==> config.mk <==
export PLATFORM = sky130hd
export DESIGN_NAME = sdram_cmd_decoder
export DESIGN_NICKNAME = d
export VERILOG_FILES = /design/src/rtl/sdram_cmd_decoder.sv
export SDC_FILE = /design/constraint.sdc
export NUM_CORES = 1
export LEC_CHECK = 0
export CELL_PAD_IN_SITES_DETAIL_PLACEMENT = 1
export CELL_PAD_IN_SITES_GLOBAL_PLACEMENT = 1
export CORE_AREA = 5 5 114 116
export CTS_CLUSTER_DIAMETER = 150
export DETAILED_ROUTE_END_ITERATION = 10
export DIE_AREA = 0 0 119 121
export PLACE_DENSITY_LB_ADDON = 0.12
export SLEW_MARGIN = 30
export SYNTH_ARGS = -nofsm -noshare
export SYNTH_HDL_FRONTEND = slang
export SYNTH_SLANG_ARGS = --single-unit
==> constraint.sdc <==
create_clock -name clk -period 2.31 [get_ports clk]
set_input_delay 0.3465 -clock clk [delete_from_list [all_inputs] [get_ports clk]]
set_output_delay 0.3465 -clock clk [all_outputs]
set_load 0.02 [all_outputs]
==> src/rtl/sdram_cmd_decoder.sv <==
// SDRAM command-bus decoder: decodes the sampled control pins into command codes,
// tracks bank/row state and power state, and flags protocol/timing violations.
module sdram_cmd_decoder #(
  parameter int unsigned TRCD = 2,
  parameter int unsigned TRP  = 2
) (
  input  logic        clk,
  input  logic        rst,
  input  logic        cke,
  input  logic        cs_n,
  input  logic        ras_n,
  input  logic        cas_n,
  input  logic        we_n,
  input  logic [1:0]  ba,
  input  logic [11:0] addr,
  output logic [3:0]  cmd_out,
  output logic        cmd_valid,
  output logic [21:0] addr_out,
  output logic [11:0] mode_reg,
  output logic [3:0]  bank_active,
  output logic [1:0]  pwr_state,
  output logic [3:0]  err,
  output logic [3:0]  err_sticky
);

  typedef enum logic [3:0] {
    CMD_DESL  = 4'h0, CMD_NOP   = 4'h1, CMD_MRS   = 4'h2, CMD_ACT  = 4'h3,
    CMD_READ  = 4'h4, CMD_READA = 4'h5, CMD_WRIT  = 4'h6, CMD_WRITA = 4'h7,
    CMD_PRE   = 4'h8, CMD_PALL  = 4'h9, CMD_BST   = 4'hA, CMD_REF  = 4'hB,
    CMD_SELF  = 4'hC, CMD_SUP   = 4'hD, CMD_REC   = 4'hE
  } cmd_e;

  typedef enum logic [1:0] {
    PWR_NORMAL = 2'b00,
    PWR_SELF   = 2'b01,
    PWR_PDOWN  = 2'b10
  } pwr_e;

  logic        cke_prev_q;
  cmd_e        cmd_q, cmd_d;
  logic        valid_q, valid_d;
  logic [21:0] addr_q, addr_d;
  logic [11:0] mode_q, mode_d;
  logic [3:0]  active_q, active_d;
  pwr_e        pwr_q, pwr_d;
  logic [3:0]  err_q, err_d;
  logic [3:0]  sticky_q, sticky_d;
  logic [11:0] row_q [4];
  logic [11:0] row_d [4];
  logic [2:0]  cnt_q [4];
  logic [2:0]  cnt_d [4];
  logic [3:0]  cnt_clr;
  logic [2:0]  rcw;

  assign rcw = {ras_n, cas_n, we_n};

  always_comb begin
    cmd_d    = CMD_NOP;
    addr_d   = '0;
    err_d    = '0;
    mode_d   = mode_q;
    active_d = active_q;
    pwr_d    = pwr_q;
    row_d    = row_q;
    cnt_clr  = '0;

    if (!cke_prev_q && cke) begin
      cmd_d = CMD_REC;
      if (pwr_q == PWR_NORMAL) err_d[2] = 1'b1;
      pwr_d = PWR_NORMAL;
    end else if (cke_prev_q && !cke) begin
      if (!cs_n) begin
        case (rcw)
          3'b111: begin
            cmd_d = CMD_SELF;
            pwr_d = PWR_SELF;
            if (|active_q) err_d[0] = 1'b1;
          end
          3'b000: begin
            cmd_d = CMD_SUP;
            pwr_d = PWR_PDOWN;
            if (|active_q) err_d[0] = 1'b1;
          end
          default: err_d[3] = 1'b1;
        endcase
      end
    end else if (!cke_prev_q && !cke) begin
      if (!cs_n && rcw != 3'b111) err_d[2] = 1'b1;
    end else if (cs_n) begin
      cmd_d = CMD_DESL;
    end else begin
      case (rcw)
        3'b011: begin
          cmd_d = CMD_ACT;
          addr_d = {ba, addr, 8'h00};
          // Timing is only judged against a precharge when the bank was idle.
          if (active_q[ba]) err_d[0] = 1'b1;
          else if (32'(cnt_q[ba]) < TRP) err_d[1] = 1'b1;
          active_d[ba] = 1'b1;
          row_d[ba]    = addr;
          cnt_clr[ba]  = 1'b1;
        end
        3'b101, 3'b100: begin
          if (rcw == 3'b101) cmd_d = addr[10] ? CMD_READA : CMD_READ;
          else               cmd_d = addr[10] ? CMD_WRITA : CMD_WRIT;
          addr_d = {ba, row_q[ba], addr[7:0]};
          if (!active_q[ba]) err_d[0] = 1'b1;
          else if (32'(cnt_q[ba]) < TRCD) err_d[1] = 1'b1;
          if (addr[10]) begin
            active_d[ba] = 1'b0;
            cnt_clr[ba]  = 1'b1;
          end
        end
        3'b010: begin
          if (addr[10]) begin
            cmd_d    = CMD_PALL;
            active_d = '0;
            cnt_clr  = '1;
          end else begin
            cmd_d        = CMD_PRE;
            addr_d       = {ba, 20'h0};
            active_d[ba] = 1'b0;
            cnt_clr[ba]  = 1'b1;
          end
        end
        3'b110: cmd_d = CMD_BST;
        3'b001: begin
          cmd_d = CMD_REF;
          if (|active_q) err_d[0] = 1'b1;
        end
        3'b000: begin
          cmd_d  = CMD_MRS;
          addr_d = {10'h000, addr};
          mode_d = addr;
          if (|active_q) err_d[0] = 1'b1;
        end
        default: cmd_d = CMD_NOP;
      endcase
    end

    valid_d  = (cmd_d != CMD_DESL) && (cmd_d != CMD_NOP);
    sticky_d = sticky_q | err_d;

    for (int unsigned b = 0; b < 4; b++) begin
      if (cnt_clr[b])            cnt_d[b] = '0;
      else if (cnt_q[b] == 3'h7) cnt_d[b] = 3'h7;
      else                       cnt_d[b] = cnt_q[b] + 3'h1;
    end
  end

  always_ff @(posedge clk) begin
    if (rst) begin
      cke_prev_q <= 1'b1;
      cmd_q      <= CMD_NOP;
      valid_q    <= 1'b0;
      addr_q     <= '0;
      mode_q     <= '0;
      active_q   <= '0;
      pwr_q      <= PWR_NORMAL;
      err_q      <= '0;
      sticky_q   <= '0;
      for (int unsigned b = 0; b < 4; b++) begin
        row_q[b] <= '0;
        cnt_q[b] <= 3'h7;
      end
    end else begin
      cke_prev_q <= cke;
      cmd_q      <= cmd_d;
      valid_q    <= valid_d;
      addr_q     <= addr_d;
      mode_q     <= mode_d;
      active_q   <= active_d;
      pwr_q      <= pwr_d;
      err_q      <= err_d;
      sticky_q   <= sticky_d;
      row_q      <= row_d;
      cnt_q      <= cnt_d;
    end
  end

  assign cmd_out     = cmd_q;
  assign cmd_valid   = valid_q;
  assign addr_out    = addr_q;
  assign mode_reg    = mode_q;
  assign bank_active = active_q;
  assign pwr_state   = pwr_q;
  assign err         = err_q;
  assign err_sticky  = sticky_q;

endmodule

==> flow_summary.rst <==
.. list-table::
   :header-rows: 1

   * - Metric
     - Value
   * - Fraction of the cycle the final worst path needs
     - 97.2%
   * - Clk pwr share
     - 52.1%
   * - Commonest non-fill, non-tap cell in the layout
     - sky130_fd_sc_hd__dfxtp_1
   * - Commonest cells after routing, fill and taps aside
     - sky130_fd_sc_hd__dfxtp_1, sky130_fd_sc_hd__nor2_1, sky130_fd_sc_hd__clkdlybuf4s50_1, sky130_fd_sc_hd__mux2i_1, sky130_fd_sc_hd__buf_4
   * - Cell taking the most area after synthesis
     - sky130_fd_sc_hd__dfxtp_1
   * - Fraction of power consumed by combinational cells
     - 8.8%
   * - Synthesized Nets
     - 504
   * - Count of unresolved DRC violations after routing
     - 0
   * - Max Clock Freq
     - 445 MHz
   * - Ordered cell list for the critical path
     - clkdlybuf4s50_1, inv_1, ha_1, or4_4, or3_1, buf_12, mux2i_1, nor2_1
   * - Antenna-violating nets left
     - 0
   * - Initial Utilization
     - 40.1%
   * - Worst Setup SP
     - cke
   * - Number of enable-type register cells in the synthesized netlist
     - 0
   * - Power per cell area
     - 815 nW/µm²
   * - WL met1
     - 5.59 mm
   * - P&R area growth vs syn
     - 35.8%
   * - Hold_buf cts
     - 0
   * - Headroom to the max-slew limit
     - 49.9%
   * - Clk_lat worst skew
     - 410 ps
   * - Maximum number of pins on one net before global-route repair
     - 73
   * - Gr ovfl total
     - 0
   * - CTS root buffer
     - sky130_fd_sc_hd__clkbuf_16
   * - Max FFs per register
     - 48
   * - Largest cells by area after synthesis
     - sky130_fd_sc_hd__dfxtp_1, sky130_fd_sc_hd__mux2i_1, sky130_fd_sc_hd__nor2_1
   * - Count of input and output buffers
     - 73
   * - Fillcell total
     - 1297
   * - Slowest-stage cell, CP
     - sky130_fd_sc_hd__or4_4
   * - Worst r2r path cells
     - 7
   * - Startpoint types
     - input port
   * - Share of the core filled with cells in the final layout
     - 54.5%
   * - Die width
     - 119 µm
   * - Routed WL per cell
     - 18.0 µm
   * - Count of different cell masters after synthesis
     - 43
   * - Share of total power in sequential cells
     - 39.1%
   * - Result of the run
     - completed
   * - Max Buffers Root-to-Sink
     - 2
   * - Post-synthesis instance total
     - 476
   * - Most flops, register
     - row_q
   * - First-pass GRT wire length
     - 21.3 mm
   * - Crit path capture
     - mode_reg[8]$_SDFFE_PP0P_
   * - Leakage Power
     - 2.76 nW
   * - Deepest level of the CTS H-tree
     - 4
   * - TritonRoute pass-1 iters
     - 4
   * - Final Cell Area
     - 6430 µm²
   * - Uppermost signal routing layer after detailed routing
     - met4
   * - Switching share of power
     - 22.4%
   * - Internal Dissipation
     - 4.07 mW
   * - Clock tree from TritonCTS
     - yes
   * - Mean cell area of the mapped netlist
     - 9.95 µm²
   * - Path type of the worst min-delay path
     - input port to flip-flop
   * - Largest fanout on the critical path
     - 12
   * - Total detailed-routing wirelength
     - 13.1 mm
   * - Vias in the first global route
     - 4130
   * - Number of antenna violations at the first check in global routing
     - 0
   * - Via-to-Cell Ratio
     - 5.31
   * - Postcts setup bufs
     - 0
   * - Final Max Tran Viols
     - 0
   * - Count of endpoints failing setup in the final report
     - 0
   * - Post-synth top flop
     - sky130_fd_sc_hd__dfxtp_1
   * - Hold Path Stages
     - 2
   * - Synth warn
     - 0
   * - Final-layout setup total negative slack
     - 0 ps
   * - Tot GR Track Use
     - 19.0%
   * - Maximum capacitance violations
     - 0
   * - Reg2reg end
     - mode_reg[8]$_SDFFE_PP0P_
   * - Final HPWL DP
     - 9.03 mm
   * - Combined area of all synthesized cells
     - 4740 µm²
   * - Iter 0 DRT Violations
     - 147
   * - Share of final-layout standard cells stronger than drive strength 1
     - 15.1%
   * - Kind of critical path
     - input port to flip-flop
   * - Post-synthesis register bit count
     - 114
   * - Row count
     - 40
   * - Instance area after placement
     - 5820 µm²
   * - Top-area cell type share of the netlist area
     - 48.2%
   * - Met3 layer wire length in the routed design
     - 488 µm
   * - Largest stage delay on the critical path
     - 520 ps
   * - RePlAce Congestion
     - 0.798
   * - Number of top-level pins
     - 74
   * - Net switching power of the design
     - 1.18 mW
   * - Sequential fraction of the synthesis area
     - 48.2%
   * - Data required time at the worst endpoint
     - 2580 ps
   * - Clock-pin slew reported for the worst setup and hold paths after clock tree synthesis
     - 60 ps
   * - Overall die height
     - 121 µm
   * - Source of the worst register-to-register timing path
     - cke_prev_q$_SDFF_PP1_
   * - Signal arrival time at the worst endpoint
     - 2510 ps
   * - Hold violation count in the final report
     - 0
   * - Count of antenna diodes in the layout
     - 0
   * - Async set or reset register ratio after synthesis
     - 0%
   * - Transition at the pin with the smallest max-transition slack
     - 752 ps
   * - Post-cts gate resize count
     - 0
   * - Number of buffers created by CTS
     - 17
   * - Setup crit end kind
     - flip-flop
   * - Die area
     - 14400 µm²
   * - R2r setup slk
     - 190 ps
   * - Worst hold slack
     - 192 ps
   * - Max Clock Skew
     - 9.87 ps
   * - Fin crit period
     - 2250 ps
   * - Final net count
     - 599
   * - Setup repair after global routing missed its margin
     - no
   * - Peak ir drop on the vdd network
     - 0.000774 V
   * - Area of the core
     - 11800 µm²
   * - Via count
     - 3864
   * - Detailed route wirelength on metal2
     - 6.90 mm
   * - Count of clock tree sinks
     - 114
[layout make-up]
| class | instances | area [µm²] | area share, % |
|---|---|---|---|
| Tap cell | 147 | 184 | 2.86 |
| Clock buffer | 19 | 453 | 7.04 |
| Timing Repair Buffer | 112 | 1080 | 16.8 |
| Clock inverter | 10 | 159 | 2.47 |
| Sequential cell | 114 | 2280 | 35.5 |
| Inverter | 6 | 22.5 | 0.350 |
| Multi-Input combinational cell | 320 | 2250 | 35.0 |
[power groups by stage]
stage               combinational, mW  clock (mW)  sequential [mW]
CTS                             0.469        2.78             2.05
global placement                0.444           0             2.09
global route                    0.514        2.87             2.06
detailed placement              0.463           0             2.09
floorplan                       0.241           0             2.11
finish                          0.464        2.73             2.05
[critical path, delay by kind of cell]
| kind | cells | cell delay, ps |
|---|---|---|
| adders and majority gates | 1 | 220 |
| buffers and inverters | 3 | 780 |
| muxes | 1 | 160 |
| and+or+nand+nor | 3 | 990 |
[layer usage]
layer  vias to the layer above  GRT usage [%]
met3                         8           5.59
met2                        67           34.9
li1                       1857              -
met1                      1932           20.8
met5                         -              0
met4                         0           6.15
[worst min path at each step]
stage                                  start                  endpoint  slack [ps]
global route                             rst         err[2]$_SDFF_PP0_         200
detailed placement  err_sticky[1]$_SDFF_PP0_  err_sticky[1]$_SDFF_PP0_         440
global placement    err_sticky[1]$_SDFF_PP0_  err_sticky[1]$_SDFF_PP0_         440
finish                                   rst         err[2]$_SDFF_PP0_         190
CTS                                      rst         err[2]$_SDFF_PP0_         180
floorplan                                rst         err[3]$_SDFF_PP0_         440
[cells in the mapped netlist, drive strengths merged, types with 2 or more instances]
master,number
nor4bb,2
mux4,13
mux2i,62
nor4,3
a21oi,23
nand2b,3
ha,7
nand3,5
dfxtp,114
a21o,3
a22oi,15
clkbuf,23
o21ai,30
buf,13
inv,6
nor2,87
nand2,13
a21boi,4
nor3,7
and3b,2
and2,11
a211oi,3
nor2b,10
mux2,2
[cell families (layout without fill, tap and decap cells)]
kind of cell / count (synthesis) / count (layout) / share of synthesized area, %
mux: 77 / 77 / 19.8
xor+xnor: 1 / 1 / 0.185
compound gates: 85 / 85 / 10.8
buf+inv: 42 / 147 / 4.31
fa+ha+maj: 7 / 7 / 1.85
simple gates: 150 / 150 / 14.9
flops: 114 / 114 / 48.2
[per-stage QoR]
stage | std cells | total power, mW | setup WS (ps)
after floorplan | 476 | 2.35 | 151
after global placement | 699 | 2.53 | -245
after detailed placement | 699 | 2.56 | -350
after CTS | 728 | 5.30 | 71.2
after global routing | 728 | 5.44 | 2.29
final | 728 | 5.25 | 64.5
No activity file was read; power rests on OpenSTA's default activity.
